--- src/rtl/dmem_rd_arbiter_pkg.sv ---
// Shared definitions for the data-memory read arbiter.
// Holds the FSM state and owner encodings and the read-length codes
// that the core uses for data-memory accesses.
package dmem_rd_arbiter_pkg;

  typedef enum logic [2:0] {
    ARB_IDLE     = 3'd0,
    ARB_ISSUE    = 3'd1,
    ARB_BUSY_LSU = 3'd2,
    ARB_BUSY_AMO = 3'd3,
    ARB_DRAIN    = 3'd4
  } arb_state_t;

  typedef enum logic {
    OWNER_LSU = 1'b0,
    OWNER_AMO = 1'b1
  } owner_t;

  // Read-length codes shared with the LSU and AMO unit.
  localparam logic [1:0] RLEN_BYTE  = 2'b00;
  localparam logic [1:0] RLEN_HALF  = 2'b01;
  localparam logic [1:0] RLEN_WORD  = 2'b10;
  localparam logic [1:0] RLEN_DWORD = 2'b11;

endpackage

--- src/rtl/dmem_rd_arbiter_if.sv ---
// Bundle of requester and memory-side signals around the read arbiter.
// slave  : arbiter side (takes requests and memory response, drives
//          grants, routed data-valid strobes, memory strobe and bus_err).
// master : environment side (LSU, AMO unit and data memory).
interface dmem_rd_arbiter_if #(
  parameter int ADDR_W = 32,
  parameter int RLEN_W = 2
);
  logic              lsu_req;
  logic [ADDR_W-1:0] lsu_addr;
  logic [RLEN_W-1:0] lsu_rlen;
  logic              lsu_flush;
  logic              lsu_grant;
  logic              lsu_rdata_valid;
  logic              amo_req;
  logic [ADDR_W-1:0] amo_addr;
  logic [RLEN_W-1:0] amo_rlen;
  logic              amo_grant;
  logic              amo_rdata_valid;
  logic              mem_ren;
  logic [ADDR_W-1:0] mem_addr;
  logic [RLEN_W-1:0] mem_rlen;
  logic              mem_rdata_valid;
  logic              bus_err;

  modport slave (
    input  lsu_req, lsu_addr, lsu_rlen, lsu_flush,
    input  amo_req, amo_addr, amo_rlen, mem_rdata_valid,
    output lsu_grant, lsu_rdata_valid, amo_grant, amo_rdata_valid,
    output mem_ren, mem_addr, mem_rlen, bus_err
  );

  modport master (
    output lsu_req, lsu_addr, lsu_rlen, lsu_flush,
    output amo_req, amo_addr, amo_rlen, mem_rdata_valid,
    input  lsu_grant, lsu_rdata_valid, amo_grant, amo_rdata_valid,
    input  mem_ren, mem_addr, mem_rlen, bus_err
  );
endinterface

--- src/rtl/dmem_rd_watchdog.sv ---
// Transaction watchdog for the read arbiter.
// Ports: clk, rstn (async active-low), clr_i (zero the count),
//        en_i (count this cycle), expire_o (count has reached TIMEOUT
//        while enabled; combinational, one cycle since the FSM leaves
//        the waiting states on it).
module dmem_rd_watchdog #(
  parameter int TO_W    = 8,
  parameter int TIMEOUT = 255
) (
  input  logic clk,
  input  logic rstn,
  input  logic clr_i,
  input  logic en_i,
  output logic expire_o
);
  localparam logic [TO_W-1:0] LIMIT = TO_W'(TIMEOUT);

  logic [TO_W-1:0] cnt_q, cnt_d;

  always_comb begin
    cnt_d = cnt_q;
    if (clr_i)     cnt_d = '0;
    else if (en_i) cnt_d = cnt_q + TO_W'(1);
  end

  always_ff @(posedge clk or negedge rstn) begin
    if (!rstn) cnt_q <= '0;
    else       cnt_q <= cnt_d;
  end

  // The count is 0 in the first waiting cycle, so expiry lands exactly
  // TIMEOUT cycles after the transaction starts waiting.
  assign expire_o = en_i && (cnt_q == LIMIT);
endmodule

--- src/rtl/dmem_rd_arbiter.sv ---
// Data-memory read-port arbiter between the LSU and the AMO read path.
// One outstanding read; fixed priority AMO > LSU; grants only in IDLE.
// Ports: clk, rstn (async active-low), bus (dmem_rd_arbiter_if.slave)
//        carrying requests/grants, routed data-valid strobes, the memory
//        read strobe/address/length, memory data-valid and bus_err.
module dmem_rd_arbiter
  import dmem_rd_arbiter_pkg::*;
#(
  parameter int ADDR_W  = 32,
  parameter int RLEN_W  = 2,
  parameter int TO_W    = 8,
  parameter int TIMEOUT = 255
) (
  input  logic                 clk,
  input  logic                 rstn,
  dmem_rd_arbiter_if.slave     bus
);
  arb_state_t        state_q, state_d;
  owner_t            owner_q, owner_d;
  logic [ADDR_W-1:0] addr_q, addr_d;
  logic [RLEN_W-1:0] rlen_q, rlen_d;
  logic              wd_clr, wd_en, wd_expire;

  dmem_rd_watchdog #(.TO_W(TO_W), .TIMEOUT(TIMEOUT)) u_wd (
    .clk      (clk),
    .rstn     (rstn),
    .clr_i    (wd_clr),
    .en_i     (wd_en),
    .expire_o (wd_expire)
  );

  always_ff @(posedge clk or negedge rstn) begin
    if (!rstn) begin
      state_q <= ARB_IDLE;
      owner_q <= OWNER_LSU;
      addr_q  <= '0;
      rlen_q  <= '0;
    end else begin
      state_q <= state_d;
      owner_q <= owner_d;
      addr_q  <= addr_d;
      rlen_q  <= rlen_d;
    end
  end

  always_comb begin
    state_d             = state_q;
    owner_d             = owner_q;
    addr_d              = addr_q;
    rlen_d              = rlen_q;
    wd_clr              = 1'b0;
    wd_en               = 1'b0;
    bus.lsu_grant       = 1'b0;
    bus.amo_grant       = 1'b0;
    bus.lsu_rdata_valid = 1'b0;
    bus.amo_rdata_valid = 1'b0;
    bus.mem_ren         = 1'b0;
    bus.bus_err         = 1'b0;

    unique case (state_q)
      ARB_IDLE: begin
        if (bus.amo_req) begin
          bus.amo_grant = 1'b1;
          owner_d       = OWNER_AMO;
          addr_d        = bus.amo_addr;
          rlen_d        = bus.amo_rlen;
          wd_clr        = 1'b1;
          state_d       = ARB_ISSUE;
        end else if (bus.lsu_req && !bus.lsu_flush) begin
          bus.lsu_grant = 1'b1;
          owner_d       = OWNER_LSU;
          addr_d        = bus.lsu_addr;
          rlen_d        = bus.lsu_rlen;
          wd_clr        = 1'b1;
          state_d       = ARB_ISSUE;
        end
      end

      ARB_ISSUE: begin
        bus.mem_ren = 1'b1;
        if (owner_q == OWNER_AMO) state_d = ARB_BUSY_AMO;
        else if (bus.lsu_flush)   state_d = ARB_DRAIN;
        else                      state_d = ARB_BUSY_LSU;
      end

      ARB_BUSY_LSU: begin
        wd_en = 1'b1;
        // A completion beats expiry; a flush in the completion cycle
        // still suppresses the data-valid strobe.
        if (bus.mem_rdata_valid) begin
          bus.lsu_rdata_valid = !bus.lsu_flush;
          state_d             = ARB_IDLE;
        end else if (wd_expire) begin
          bus.bus_err = 1'b1;
          state_d     = ARB_IDLE;
        end else if (bus.lsu_flush) begin
          state_d = ARB_DRAIN;
        end
      end

      ARB_BUSY_AMO: begin
        wd_en = 1'b1;
        if (bus.mem_rdata_valid) begin
          bus.amo_rdata_valid = 1'b1;
          state_d             = ARB_IDLE;
        end else if (wd_expire) begin
          bus.bus_err = 1'b1;
          state_d     = ARB_IDLE;
        end
      end

      ARB_DRAIN: begin
        // Count keeps running from the busy phase; the response is dropped.
        wd_en = 1'b1;
        if (bus.mem_rdata_valid) begin
          state_d = ARB_IDLE;
        end else if (wd_expire) begin
          bus.bus_err = 1'b1;
          state_d     = ARB_IDLE;
        end
      end

      default: state_d = ARB_IDLE;
    endcase
  end

  assign bus.mem_addr = addr_q;
  assign bus.mem_rlen = rlen_q;
endmodule
--- src/flat_wrapper.sv ---
// flat-port wrapper written by rule: the top's interface ports become plain ports
module dmem_rd_arbiter_flat import dmem_rd_arbiter_pkg::*;
#(
  parameter int ADDR_W  = 32,
  parameter int RLEN_W  = 2,
  parameter int TO_W    = 8,
  parameter int TIMEOUT = 255
)
  (clk, rstn, bus_lsu_req, bus_lsu_addr, bus_lsu_rlen, bus_lsu_flush, bus_amo_req, bus_amo_addr, bus_amo_rlen, bus_mem_rdata_valid, bus_lsu_grant, bus_lsu_rdata_valid, bus_amo_grant, bus_amo_rdata_valid, bus_mem_ren, bus_mem_addr, bus_mem_rlen, bus_bus_err);
  dmem_rd_arbiter_if #(.ADDR_W(ADDR_W), .RLEN_W(RLEN_W)) bus_i ();
  input  logic clk;
  input  logic rstn;
  input wire logic [$bits(bus_i.lsu_req)-1:0] bus_lsu_req;
  input wire logic [$bits(bus_i.lsu_addr)-1:0] bus_lsu_addr;
  input wire logic [$bits(bus_i.lsu_rlen)-1:0] bus_lsu_rlen;
  input wire logic [$bits(bus_i.lsu_flush)-1:0] bus_lsu_flush;
  input wire logic [$bits(bus_i.amo_req)-1:0] bus_amo_req;
  input wire logic [$bits(bus_i.amo_addr)-1:0] bus_amo_addr;
  input wire logic [$bits(bus_i.amo_rlen)-1:0] bus_amo_rlen;
  input wire logic [$bits(bus_i.mem_rdata_valid)-1:0] bus_mem_rdata_valid;
  output wire logic [$bits(bus_i.lsu_grant)-1:0] bus_lsu_grant;
  output wire logic [$bits(bus_i.lsu_rdata_valid)-1:0] bus_lsu_rdata_valid;
  output wire logic [$bits(bus_i.amo_grant)-1:0] bus_amo_grant;
  output wire logic [$bits(bus_i.amo_rdata_valid)-1:0] bus_amo_rdata_valid;
  output wire logic [$bits(bus_i.mem_ren)-1:0] bus_mem_ren;
  output wire logic [$bits(bus_i.mem_addr)-1:0] bus_mem_addr;
  output wire logic [$bits(bus_i.mem_rlen)-1:0] bus_mem_rlen;
  output wire logic [$bits(bus_i.bus_err)-1:0] bus_bus_err;
  assign bus_i.lsu_req = bus_lsu_req;
  assign bus_i.lsu_addr = bus_lsu_addr;
  assign bus_i.lsu_rlen = bus_lsu_rlen;
  assign bus_i.lsu_flush = bus_lsu_flush;
  assign bus_i.amo_req = bus_amo_req;
  assign bus_i.amo_addr = bus_amo_addr;
  assign bus_i.amo_rlen = bus_amo_rlen;
  assign bus_i.mem_rdata_valid = bus_mem_rdata_valid;
  assign bus_lsu_grant = bus_i.lsu_grant;
  assign bus_lsu_rdata_valid = bus_i.lsu_rdata_valid;
  assign bus_amo_grant = bus_i.amo_grant;
  assign bus_amo_rdata_valid = bus_i.amo_rdata_valid;
  assign bus_mem_ren = bus_i.mem_ren;
  assign bus_mem_addr = bus_i.mem_addr;
  assign bus_mem_rlen = bus_i.mem_rlen;
  assign bus_bus_err = bus_i.bus_err;
  dmem_rd_arbiter #(.ADDR_W(ADDR_W), .RLEN_W(RLEN_W), .TO_W(TO_W), .TIMEOUT(TIMEOUT)) u_core (.clk(clk), .rstn(rstn), .bus(bus_i));
endmodule
--- config.mk ---
export PLATFORM = sky130hd
export DESIGN_NAME = dmem_rd_arbiter_flat
export DESIGN_NICKNAME = d
export VERILOG_FILES = /design/src/rtl/dmem_rd_arbiter_pkg.sv /design/src/rtl/dmem_rd_arbiter_if.sv /design/src/rtl/dmem_rd_watchdog.sv /design/src/rtl/dmem_rd_arbiter.sv /design/src/flat_wrapper.sv
export SDC_FILE = /design/constraint.sdc
export NUM_CORES = 1
export LEC_CHECK = 0
export ABC_AREA = 0
export ABC_CLOCK_PERIOD_IN_PS = 2550
export CORE_MARGIN = 2
export CORE_UTILIZATION = 44
export CTS_CLUSTER_DIAMETER = 50
export DETAILED_ROUTE_END_ITERATION = 6
export GPL_TIMING_DRIVEN = 0
export HOLD_SLACK_MARGIN = 0.02
export PLACE_DENSITY = 0.93
export RECOVER_POWER = 50
export SLEW_MARGIN = 20
export SYNTH_ARGS = -nofsm -noshare
export SYNTH_HDL_FRONTEND = slang
export SYNTH_SLANG_ARGS = --single-unit
export TNS_END_PERCENT = 100
--- constraint.sdc ---
create_clock -name clk -period 2.55 [get_ports clk]
set_input_delay 0.3825 -clock clk [delete_from_list [all_inputs] [get_ports clk]]
set_output_delay 0.3825 -clock clk [all_outputs]
set_load 0.01 [all_outputs]
# Word-level counts from Yosys, hierarchy flattened
# Cells that the tools add are included.
# classes
add_sub_neg	1
n_eq_ne	8
mux	34
reduce_logical	10
# op_table
operator	n
$mux W32	2
$mux W3	9
$mux W1	18
$mux W8	2
$pmux W3 S4	1
$add A8 B1 Y8 const B	1
$eq A8 B8 Y1 const B	1
$eq A3 B2 Y1 const B	2
$mux W2	2
$ne A4 B4 Y1 const B	1
$reduce_bool A2 Y1	2
$eq A3 B1 Y1 const B	1
$eq A3 B3 Y1 const B	1
$logic_not A3 Y1	1
$ne A3 B1 Y1 const B	1
$ne A3 B2 Y1 const B	1
$reduce_and A3 Y1	1
$reduce_or A3 Y1	1
$logic_and A1 B1 Y1	2
$reduce_and A2 Y1	1
$reduce_or A2 Y1	1
$logic_not A1 Y1	1
# word_totals
reg_bits	46
inputBits	74
word_cells	58

# Longest topological paths before layout
# Gate-level depths: netlist (run 1).
# depth
depth_word	7
mapped_depth	6

# Hierarchy
# Synthesis (run 1) repeated with hierarchy kept, for this count alone.
# hier_totals
hier_cells	183
hier_area_um2	2509.9
# modules_own_cells
mod	n_inst	cells_per_inst	area_per_inst_um2	seq_area_each_um2
dmem_rd_arbiter	1	144	2107.0	950.9
dmem_rd_watchdog	1	39	402.9	200.2

# Least setup slack after synthesis (run 1)
# Ideal clock, no wire load.
# synth_timing
path_type	reg-to-reg
from	reg u_core.state_q[2]
to	reg u_core.state_q[2]
setup_ns	0.123
arrival_ns	1.426
required_ns	2.427
path_slack_ns	1.001
path_stages_with_launch	7
n_path_buf	1
path_cell_list	dfrtp_1 > buf_6 > nor3b_4 > o211a_4 > a311oi_4 > a211o_1 > o21ai_2
# synth_between
elab_chain_len	7
# synth_rtl
item	line_no	text
from (decl)	dmem_rd_arbiter.sv:18	arb_state_t state_q, state_d;
from (signal assigned)	dmem_rd_arbiter.sv:39	state_q <= state_d;
$eq A3 B2 Y1 or $eq A3 B3 Y1 (tied branches)	dmem_rd_arbiter.sv:60	unique case (state_q)
$reduce_or A3 Y1 (no line)	-	
$mux W1	dmem_rd_arbiter.sv:60	
$logic_and A1 B1 Y1	dmem_rd_watchdog.sv:33	assign expire_o = en_i && (cnt_q == LIMIT);
$mux W3	dmem_rd_arbiter.sv:93	end else if (wd_expire) begin
$mux W3	dmem_rd_arbiter.sv:90	if (bus.mem_rdata_valid) begin
$pmux W3 S4	dmem_rd_arbiter.sv:60	
# Parallel ways exist; a longest one is shown, timed or not.
# A chain may end at the register's enable or synchronous reset.

# Worst setup path in the final report (run 1)
# layout_timing
from	in bus_lsu_flush
to	out bus_lsu_grant
# layout_between
elab_chain_len	5
# layout_rtl
item	line_no	text
from (decl)	flat_wrapper.sv:16	input wire logic [$bits(bus_i.lsu_flush)-1:0] bus_lsu_flush;
$logic_not A1 Y1	dmem_rd_arbiter.sv:69	end else if (bus.lsu_req && !bus.lsu_flush) begin
$logic_and A1 B1 Y1	dmem_rd_arbiter.sv:69	
$mux W1	dmem_rd_arbiter.sv:69	
$mux W1	dmem_rd_arbiter.sv:62	if (bus.amo_req) begin
$mux W1	dmem_rd_arbiter.sv:60	
to (decl)	flat_wrapper.sv:21	output wire logic [$bits(bus_i.lsu_grant)-1:0] bus_lsu_grant;
# No other way between the ends.

==> out/metrics.cfg, run 1 <==
[worst_setup_path]
r2r-end=u_core.bus.mem_addr[21]
crit_end=bus_lsu_grant
r2r_setup_slack_ns=0.81
reg2reg_depth=6
arrival_ns=2.05
r2r-start=u_core.state_q[1]
cp-startpoint=bus_lsu_flush
cp_max_fo=4
cp.required_ns=2.17
critical_path_class=input port to output port
cp-start-kind=input port
cp-end-kind=output port

[cells_and_area]
syn_to_final_growth_pct=58.0
n_antenna_cell=0
fill_cells=391
drive_above_1_share_pct=6.42
num-nets-final=432
post-route-util_pct=71.7

[grt]
grt.total_usage_pct=22.1
grt_first_pass_wirelength_mm=10.3
overflow=0
grt_pass1_vias=2205
antenna_found_initial=0
grt_max_degree=32

[pwr]
seqPwrFrac_pct=35.9
p_leak_nw=1.66
total_power_w=0.00343
p_per_area_nw_per_um2=937
p_int_w=0.00217
max-vdd-ir-drop_mv=0.466
clockPowerShare_pct=15.5
switching_share_pct=36.7
combPwrFrac_pct=48.6
p_switching_w=0.00126

[synth]
synth_top_family_by_area=compound AO/OA/AOI/OAI gates
synth_top_area_share_pct=49.6
yosysUniqueCellTypes=35
synth_simple_gate_area_share_pct=14.7
synth.area.top_cells=dfrtp_1 (50%), mux2i_1 (15%), nand2_1 (7.4%)
synth_xor_area_share_pct=1.13
netlist_instances=235
yosysTopAreaCell=dfrtp_1
yosys_register_bits=46
synth_warnings=0
avgSynthCellArea_um2=9.87
syn_area_um2=2320
synthMuxAreaShare_pct=15.2
synth_nets=310
synth_compound_area_share_pct=15.5
yosysSeqAreaShare_pct=49.6
synthAdderAreaFrac_pct=0.540

[placement]
pre_cts_slack_ns=0.0619
gp_congestion=0.870
hpwl_mm=5.04
port_buffers=113

[sta]
setup_viol=0
fmax_ghz=0.411
fin_crit_ns=2.43
report.final.hold_viol_count=0
relSlewSlack_pct=43.6
slew_violations=0
layout_setup_ws_ns=0.117
worst_pin_slew_ns=0.846
period_share_pct=95.4
rsz0062_at_grt=false
final.setup_skew_ns=0.00525

[clock_network]
cts_buffers=5
clockRootBuffer=clkbuf_8
tritoncts=done
clockBufferDepth=2
clkSlewWorstSetupHoldPaths_ns=0.08
h-tree-depth=2
clk_latency_ns=0.30
numClockSinks=46

[route]
ant_nets=0
routedWlPerCell_um=14.7
detail_route.first_pass.iterations=4
drc=0
vias_per_cell=5.11
routed_wl_mm=6.30
drt_first_iter_violations=68
vias=2186

[die]
io_pins=114
placementRows=26
start_util_pct=45.4
die_x_um=76.6
dieArea_um2=5870
die_height_um=76.6
core_area_um2=5110

[min_path]
worstHoldPathType=register to register

[status]
outcome=finished clean

[job]
maxCapViolations=0

==> kinds of logic after synthesis <==
family,count (synthesis)
AO/OA/AOI/OAI,60
XOR/XNOR,3
adder cells (fa/ha/maj),1
buffers and inverters,16
flip-flops,46
multiplexers,35
AND/OR/NAND/NOR,74
==> final cells by class <==
type                            instances  area [um2]  area share [%]
Sequential cell                        46        1150            31.4
Timing Repair Buffer                  115        1140            31.2
Multi-Input combinational cell        173        1100            29.9
Tap cell                               70        87.6            2.39
Clock buffer                            7        76.3            2.08
Buffer                                 14        71.3            1.95
Clock inverter                          1        30.0           0.820
Inverter                                2        7.51           0.205
==> synthesized netlist by cell type <==
cell type / count
buf_6: 1
nor3b_4: 1
and2_1: 1
a21oi_1: 5
a22oi_1: 3
nand3_1: 1
nor3b_1: 1
mux2i_1: 34
nor4b_1: 1
a22o_1: 1
a311oi_4: 1
and3_1: 1
nor2_1: 9
nand4_1: 2
o21ai_0: 33
nand2b_1: 1
o21ai_2: 1
inv_1: 2
a21o_1: 1
dfrtp_1: 46
o211a_4: 1
nor3_1: 2
a211o_1: 1
ha_1: 1
buf_2: 7
nand2_1: 46
o2111ai_1: 1
and2b_4: 1
mux2_2: 1
or3_1: 2
or2_2: 1
xor2_1: 3
clkbuf_1: 6
nor2b_1: 4
o21ai_1: 12
==> routing by layer <==
layer,wire length (um),GRT usage [%],vias to the layer above
met3,402,5.92,10
met5,0,0,-
met4,99,6.55,0
met1,2430,25.7,1034
li1,-,-,1066
met2,3370,39.8,76
==> through the flow <==
stage	hold slack [ns]	instances	TNS, ns	cell area (um2)
floorplan	0.0869	235	0	2320
global placement	0.461	418	-6.02	3540
detailed placement	0.327	419	0	3550
CTS	0.490	428	0	3670
global route	0.502	428	0	3660
finish	0.478	428	0	3660
==> worst max-delay path, cell delays in order <==
cell and delay, ns:
dlygate4sd3_1 0.59, nor2b_1 0.32, nand2_1 0.12, nor2_1 0.10, clkdlybuf4s50_1 0.54
==> placed cells by master (no fill, tap or decap), types with 2 or more instances in the layout <==
master and instances:
nand4_1 2, a22oi_1 3, clkbuf_1 9, inv_1 2, or3_1 2, nor2b_1 4, clkbuf_8 5, mux2i_1 34
o21ai_1 12, a21oi_1 5, buf_2 6, xor2_1 3, clkdlybuf4s50_1 93, nand2_1 46, o21ai_0 33, dfrtp_1 46
dlygate4sd3_1 19, nor2_1 9
==> sequential cells by signal (all words and copies together), names as in the netlist <==
signal               flops
u_core.owner_q           1
u_core.bus.mem_rlen      2
u_core.state_q           3
u_core.u_wd.cnt_q        8
u_core.bus.mem_addr     32
==> repair_timing <==
action,4_1_cts,5_1_grt
hold endpoints to repair,15,0
gates resized for setup,0,3
setup buffers,0,0
hold buffers,1,0
setup endpoints to repair,0,2
==> worst min-delay path by stage <==
stage / from / endpoint / slack (ns) / cells after the start
3_3_place_gp: u_core.bus.mem_addr[6] / u_core.bus.mem_addr[6] / 0.46 / 2
2_1_floorplan: rstn / u_core.bus.mem_addr[0] / 0.09 / 0
4_1_cts: u_core.bus.mem_addr[2] / u_core.bus.mem_addr[2] / 0.49 / 2
5_1_grt: u_core.bus.mem_addr[0] / u_core.bus.mem_addr[0] / 0.50 / 2
6_report: u_core.bus.mem_rlen[1] / u_core.bus.mem_rlen[1] / 0.48 / 2
3_5_place_dp: rstn / u_core.u_wd.cnt_q[5] / 0.33 / 1
==> power by group through the flow <==
stage / clock [W] / sequential (W) / combinational (W)
after global placement: 0 / 0.00123 / 0.00166
after floorplan: 0 / 0.00135 / 0.000693
after detailed placement: 0 / 0.00125 / 0.00173
final: 0.000533 / 0.00123 / 0.00167
after CTS: 0.000543 / 0.00124 / 0.00174
after global routing: 0.000567 / 0.00126 / 0.00183
Note: power is estimated with default switching activity, not from simulation.
==> run 2, diff against run 1 <==
--- a/config.mk
+++ b/config.mk
@@ -11,10 +11,12 @@
 export CORE_UTILIZATION = 44
 export CTS_CLUSTER_DIAMETER = 50
 export DETAILED_ROUTE_END_ITERATION = 6
+export GPL_ROUTABILITY_DRIVEN = 0
 export GPL_TIMING_DRIVEN = 0
 export HOLD_SLACK_MARGIN = 0.02
 export PLACE_DENSITY = 0.93
 export RECOVER_POWER = 50
+export SKIP_CTS_REPAIR_TIMING = 1
 export SLEW_MARGIN = 20
 export SYNTH_ARGS = -nofsm -noshare
 export SYNTH_HDL_FRONTEND = slang
==> out/metrics.cfg, run 2 (synthesized netlist as in run 1, its figures left out) <==
[pwr]
total_power_w=0.00343
p_leak_nw=1.66
p_per_area_nw_per_um2=938
max-vdd-ir-drop_mv=0.466

[status]
outcome=finished clean

[route]
m1WireLength_mm=2.46
vias=2175
vias_per_cell=5.08
wl_met2_mm=3.33
detail_route.first_pass.iterations=4
drt_first_iter_violations=75
ant_nets=0
highest_layer=met4
routedWlPerCell_um=14.7
routed_wl_mm=6.29
wl_met3_um=401
drc=0

[worst_setup_path]
critical_path_class=input port to output port
r2r-start=u_core.state_q[1]
arrival_ns=2.05
cp_max_fo=10
cp-end-kind=output port
cp.required_ns=2.17
cp-start-kind=input port
cp-startpoint=bus_amo_req

[clock_network]
clockRootBuffer=clkbuf_8
h-tree-depth=2
tritoncts=done
clkSlewWorstSetupHoldPaths_ns=0.08
clk_latency_ns=0.30
cts_buffers=5
numClockSinks=46
clockBufferDepth=2

[grt]
overflow=0
grt.total_usage_pct=22.1
grt_first_pass_wirelength_mm=10.3
grt_max_degree=32
antenna_found_initial=0
grt_pass1_vias=2197

[cells_and_area]
fill_cells=392
drive_above_1_share_pct=6.42
stdcell_count=428
largest_reg_flops=32
num-nets-final=432
final_common_cell=clkdlybuf4s50_1
syn_to_final_growth_pct=58.0
final_cell_mix=clkdlybuf4s50_1 (93), nand2_1 (46), dfrtp_1 (46)
n_antenna_cell=0
post-route-util_pct=71.7

[die]
core_area_um2=5110
io_pins=114
placementRows=26
start_util_pct=45.4
die_height_um=76.6
dieArea_um2=5870
die_x_um=76.6

[sta]
slew_violations=0
report.final.hold_viol_count=0
rsz0062_at_grt=false
period_share_pct=95.6
setup_viol=0
final.setup_skew_ns=0.00452
worst_pin_slew_ns=0.860
fmax_ghz=0.410
relSlewSlack_pct=42.7
fin_crit_ns=2.44

[min_path]
hold_path_startpoint=u_core.bus.mem_rlen[1]
worstHoldPathType=register to register

[job]
maxCapViolations=0

[placement]
dp_cells=419
hpwl_mm=5.04
port_buffers=113

==> run 2: cell counts in the layout (fill, tap and decap cells not counted) <==
No cell type changed its count.
==> run 2: through the flow <==
step	setup WS [ns]	instance area, um2	setup TNS (ns)	hold WS, ns
detailed placement	0.0619	3550	0	0.327
finish	0.113	3660	0	0.479
global placement	-0.133	3540	-6.02	0.461
floorplan	1.00	2320	0	0.0869
global route	0.0307	3660	0	0.502
CTS	0.0532	3660	0	0.00194
==> run 2: final timing paths <==
kind                            slack, ns  cells after the start                      end
worst max-delay path                 0.11                      5            bus_lsu_grant
min in group asynchronous            0.71                      2  u_core.bus.mem_addr[13]
worst max register to register       0.81                      6  u_core.bus.mem_addr[21]
max in group asynchronous            0.59                      3  u_core.bus.mem_addr[24]
worst min-delay path                 0.48                      2   u_core.bus.mem_rlen[1]
worst min register to register       0.48                      2   u_core.bus.mem_rlen[1]
==> run 2: layout make-up <==
cell class / instances / area (um2) / share of cell area [%]
clock buffers: 7 / 76.3 / 2.08
multi-input cells: 173 / 1100 / 29.9
clock inverters: 1 / 30.0 / 0.820
well taps: 70 / 87.6 / 2.39
flip-flops and latches: 46 / 1150 / 31.4
inverters: 2 / 7.51 / 0.205
repair buffers: 115 / 1140 / 31.2
plain buffers: 14 / 71.3 / 1.95
==> run 2: layer usage <==
metal  up-vias  global-route usage [%]
li1       1065                       -
met1      1026                    25.6
met2        74                    39.6
met3        10                    6.04
met4         0                    6.55
met5         -                       0
==> run 2: worst max-delay path, stage by stage <==
cell and delay, ns:
clkdlybuf4s50_1 0.53, buf_2 0.29, clkbuf_4 0.31, nor2_1 0.07, clkdlybuf4s50_1 0.48
==> run 2: power by group <==
group | internal [W] | total (W) | switching (W)
sequential | 0.00104 | 0.00123 | 0.000192
combinational | 0.000841 | 0.00167 | 0.000828
clock | 0.000293 | 0.000534 | 0.000240
==> RTL change 1: new RTL, settings of run 1 <==
Encoding of `arb_state_t`: now one-hot (5 bits for 5 states).
--- a/src/rtl/dmem_rd_arbiter_pkg.sv
+++ b/src/rtl/dmem_rd_arbiter_pkg.sv
@@ -3,12 +3,12 @@
 // that the core uses for data-memory accesses.
 package dmem_rd_arbiter_pkg;
 
-  typedef enum logic [2:0] {
-    ARB_IDLE     = 3'd0,
-    ARB_ISSUE    = 3'd1,
-    ARB_BUSY_LSU = 3'd2,
-    ARB_BUSY_AMO = 3'd3,
-    ARB_DRAIN    = 3'd4
+  typedef enum logic [4:0] {
+    ARB_IDLE     = 5'b00001,
+    ARB_ISSUE    = 5'b00010,
+    ARB_BUSY_LSU = 5'b00100,
+    ARB_BUSY_AMO = 5'b01000,
+    ARB_DRAIN    = 5'b10000
   } arb_state_t;
 
   typedef enum logic {
Check against the original RTL: same outputs for any inputs over 10 cycles, from zero or initial values and one cycle with rstn low; not proved beyond that.
==> RTL change 1 against run 1 <==
The flow now finishes with violations (capacitance limit, slew limit). Critical path depth shrank 1. Cell area grew 3.1%. Area after synthesis grew 3.1%. Worst hold slack gained 6.1 ps. Sequential cell count grew 2. Setup slack lost 39 ps. Critical endpoint is now bus_amo_grant. Power grew 0.55%. Clock power shrank 9.9%. Maximum frequency shrank 1.6%. Combinational power grew 3%. Via count grew 4.7%. Die area grew 2.9%. Routed wire length grew 4.5%. Global-route usage grew 0.11 points.
==> RTL change 1: results (changes against run 1) <==
| Metric | Value |
|---|---|
| Status | finished, violations left |
| Failing checks | capacitance limit, slew limit |
| Power per cell area | 914 nW/um2 (-2.4%) |
| Max_cap viols | 1 (+1) |
| Pin count of the biggest net entering global routing | 29 (-9.4%) |
| Global Route Usage Sum | 22.2% (+0.11 points) |
| FF+latch count | 48 (+4.3%) |
| P_sw | 1.32 mW (+5.2%) |
| Final #Nets | 440 (+1.9%) |
| Hold endpoint | u_core.bus.mem_addr[11] |
| Area post-placement | 3630 um2 (+2.2%) |
| First-pass DRT Iterations | 5 (+1) |
| Max-slew violation count | 28 (+28) |
| Max stage delay on crit path | 540 ps (-50 ps) |
| Final Skew | 7.98 ps (+2.73 ps) |
| First-pass GRT wire length | 10,800 um (+4.1%) |
| Cts repair resizes | 7 (+7) |
| Critical Path AT | 2090 ps (+40 ps) |
| Vias in the first global route | 2,293 (+4.0%) |
| FF-to-FF setup slack | 550 ps (-260 ps) |
| Avg WL per Cell | 15.1 um (+2.6%) |
| Filler Cell Count | 365 (-6.6%) |
| R2R Path End | u_core.bus.mem_addr[25] |
| Worst-margin pin slew | 1650 ps (+805 ps) |
| R2R Path Start | u_core.state_q[3] |
| CTS max path bufs | 2 (unchanged) |
| Post-detail-place hpwl | 5000 um (-0.89%) |
| Routability Congestion | 0.913 (+4.9%) |
| Logic inverters | 4 (+2) |
| Synth area leaders | dfrtp_1, mux2i_1, o21ai_0 |
| Largest delay share family, worst path | simple AND/OR/NAND/NOR gates |
| Syn Nets | 316 (+1.9%) |
| Buffers, non-clock | 131 (+1.6%) |
| Design Area, Final | 3770 um2 (+3.1%) |
| CP Max Fanout | 4 (unchanged) |
| N_diodes | 0 (unchanged) |
| Sequential share of the synthesized area | 50.3% (+0.66 points) |
| Area occupied by registers | 1210 um2 (+4.8%) |
| Final clock-cell share | 2.55% (-0.35 points) |
| Layout cells sized above 1 | 8.74% (+2.3 points) |
| P_clk | 0.480 mW (-9.9%) |
| Startpoint of the worst hold path | u_core.bus.mem_addr[11] |
| Crit-path slowest cell | clkdlybuf4s50_1 |
| Fraction of area in multi-input gates | 29.8% (-0.097 points) |
| LEAKAGE | 1.69 nW (+2.2%) |
| Setup crit end | bus_amo_grant |
| Multi-Input Combinational | 175 (+1.2%) |
| Signal buffers share of area | 32.9% (-0.19 points) |
| 1st-iter DRT viols | 204 (+200%) |
| Vias/cell | 5.25 (+2.8%) |
| Synth cell count leaders | dfrtp_1, nand2_1, o21ai_0, mux2i_1, clkbuf_1 |
| Worst Setup SP | u_core.state_q[2] |
| Clock buf count | 6 (-1) |
RTL change 1: per-stage QoR:
step | util [%] | hold WS (ps) | worst slack, ps | TNS (ps) | cells
floorplan | - | 86.9 | 705 | 0 | 241
global placement | 69.8 | 461 | -235 | -11150 | 424
detailed placement | 70.2 | 451 | -190 | -190 | 425
CTS | 72.5 | 122 | 1.52 | 0 | 433
global route | 73.0 | 517 | 19.5 | 0 | 436
finish | 73.0 | 484 | 78.5 | 0 | 436
RTL change 1: metal layers:
| layer | vias up | share of wire (%) | global-route usage [%] |
|---|---|---|---|
| met3 | 5 | 7.3 | 5.81 |
| li1 | 1106 | - | - |
| met1 | 1079 | 40 | 27.2 |
| met2 | 99 | 52 | 38.8 |
| met5 | - | 0 | 0 |
| met4 | 0 | 0.97 | 5.71 |
RTL change 1: cell families after synthesis:
family	share of synthesized area (%)
adders and majority gates	0.523
and+or+nand+nor	15.9
DFF	50.3
AOI/OAI and AO/OA	14.1
muxes	15.5
xor gates and xnor gates	0.367
buffers and inverters	3.35
==> RTL change 2: new RTL, config.mk and constraints of run 1 <==
Made on the original files. `TO_W` is set to 8 in 3 places; all go to 10.
--- a/src/rtl/dmem_rd_watchdog.sv
+++ b/src/rtl/dmem_rd_watchdog.sv
@@ -4,7 +4,7 @@
 //        while enabled; combinational, one cycle since the FSM leaves
 //        the waiting states on it).
 module dmem_rd_watchdog #(
-  parameter int TO_W    = 8,
+  parameter int TO_W    = 10,
   parameter int TIMEOUT = 255
 ) (
   input  logic clk,
--- a/src/rtl/dmem_rd_arbiter.sv
+++ b/src/rtl/dmem_rd_arbiter.sv
@@ -8,7 +8,7 @@
 #(
   parameter int ADDR_W  = 32,
   parameter int RLEN_W  = 2,
-  parameter int TO_W    = 8,
+  parameter int TO_W    = 10,
   parameter int TIMEOUT = 255
 ) (
   input  logic                 clk,
--- a/src/flat_wrapper.sv
+++ b/src/flat_wrapper.sv
@@ -3,7 +3,7 @@
 #(
   parameter int ADDR_W  = 32,
   parameter int RLEN_W  = 2,
-  parameter int TO_W    = 8,
+  parameter int TO_W    = 10,
   parameter int TIMEOUT = 255
 )
   (clk, rstn, bus_lsu_req, bus_lsu_addr, bus_lsu_rlen, bus_lsu_flush, bus_amo_req, bus_amo_addr, bus_amo_rlen, bus_mem_rdata_valid, bus_lsu_grant, bus_lsu_rdata_valid, bus_amo_grant, bus_amo_rdata_valid, bus_mem_ren, bus_mem_addr, bus_mem_rlen, bus_bus_err);
Function: same outputs for any inputs over 10 cycles, from zero or initial values and one cycle with rstn low; that may be too few to reach the edited logic, so the function may still have changed.
==> RTL change 2 against run 1 <==
Area after synthesis up 5.4%. Synthesized cell count up 1.7%. Power down 0.67%. Cell area up 2.9%. Global-route usage down 0.31 points. Setup slack better by 23 ps. Sequential cell count up 2. Routed wire length up 2.5%. Via count up 2.8%.
==> RTL change 2: results (changes against run 1) <==
| Metric | Value |
|---|---|
| Status | finished clean |
| Cts repair resizes | 6 (+6) |
| Non-Filler Instances | 433 (+1.2%) |
| Startpoint of the worst hold path | u_core.bus.mem_addr[3] |
| Largest delay share family, worst path | simple AND/OR/NAND/NOR gates |
| Final #Nets | 435 (+0.69%) |
| Post CTS Setup Buffer Count | 0 (unchanged) |
| 1st-iter DRT viols | 112 (+65%) |
| Signal buffers share of area | 32.2% (-0.91 points) |
| Area post-placement | 3680 um2 (+3.6%) |
| Setup crit end | bus_bus_err |
| FF+latch count | 48 (+4.3%) |
| Buffers, non-clock | 130 (+0.78%) |
| Design Area, Final | 3770 um2 (+2.9%) |
| First-pass DRT Iterations | 5 (+1) |
| Sequential share of the synthesized area | 49.2% (-0.49 points) |
| Layout cells sized above 1 | 6.37% (-0.053 points) |
| Syn Nets | 314 (+1.3%) |
| Crit-path slowest cell | or3b_1 |
| Final clock-cell share | 2.39% (-0.51 points) |
| Post-synthesis adder-cell area fraction | 0.512% (-0.028 points) |
| Logic inverters | 3 (+1) |
| Synth area leaders | dfrtp_1, mux2i_1, o21ai_0 |
| Post-detail-place hpwl | 5010 um (-0.58%) |
| Place WS | -229 ps (-290 ps) |
| Vias in the first global route | 2,211 (+0.27%) |
| Reg2Reg Depth | 7 (+1) |
| Initial Util | 44.9% (-0.47 points) |
| Final Skew | 3.18 ps (-2.07 ps) |
| Fraction of synthesized area in multiplexers | 16.2% (+1.0 points) |
| Yosys cell types | 40 (+14%) |
| Mapped Avg Cell Area | 10.2 um2 (+3.6%) |
| Vias/cell | 5.19 (+1.6%) |
| FF-to-FF setup slack | 470 ps (-340 ps) |
| Routability Congestion | 0.797 (-8.4%) |
| Max stage delay on crit path | 380 ps (-210 ps) |
| Met3 usage | 6.44% (+0.51 points) |
| R2R Path End | u_core.bus.mem_addr[8] |
| Critical Path AT | 2030 ps (-20 ps) |
| Cell-internal power | 2.14 mW (-1.4%) |
| GRT met1 Usage | 26.0% (+0.29 points) |
| Grt met2 use | 37.9% (-2.0 points) |
| Worst-margin pin slew | 841 ps (-5.03 ps) |
| Synth cell count leaders | dfrtp_1, nand2_1, mux2i_1, o21ai_0 |
| Pin count of the biggest net entering global routing | 34 (+6.3%) |
| Area occupied by registers | 1200 um2 (+4.3%) |
| Multi-Input Combinational | 172 (-0.58%) |
| Fraction of area in multi-input gates | 30.8% (+0.90 points) |
| Clock buf count | 8 (+1) |
| CP Max Fanout | 10 (+6) |
| Final setup margin | 141 ps (+23.2 ps) |
| Post-Route WL | 6460 um (+2.5%) |
| LEAKAGE | 1.63 nW (-1.4%) |
| First-pass GRT wire length | 10,500 um (+1.7%) |
| Hold endpoint | u_core.bus.mem_addr[3] |
| R2R Path Start | u_core.state_q[0] |
| Synth Area in XOR/XNOR | 2.87% (+1.7 points) |
==> RTL change 2: cell types whose count changed after synthesis, sizes merged, moves of 4 or more <==
cell    before  now
a211oi       0    4
mux2i       34   38
nand2       46   39
o21ai       46   35
xnor2        0    7
==> RTL change 2: per-stage QoR <==
| stage | power (mW) | setup TNS (ps) | utilization (%) | hold WS (ps) |
|---|---|---|---|---|
| final | 3.41 | 0 | 69.3 | 482 |
| after global routing | 3.67 | 0 | 69.3 | 516 |
| after CTS | 3.49 | 0 | 69.6 | 488 |
| after detailed placement | 3.02 | -354 | 67.7 | 325 |
| after global placement | 2.94 | -10270 | 67.4 | 460 |
| after floorplan | 2.09 | 0 | - | 86.9 |
==> RTL change 2: layer usage <==
layer  part of all wire, %  wire length (um)  up-vias
li1                      -                 -     1080
met1                    40              2560     1083
met2                    52              3380       77
met3                   7.1               457        8
met4                  0.88                57        0
met5                     0                 0        -
==> RTL change 2: tightest hold or removal path: stages, from the launching register on <==
cell and delay (ps):
dfrtp_1 350, nand2_1 50, o21ai_0 60
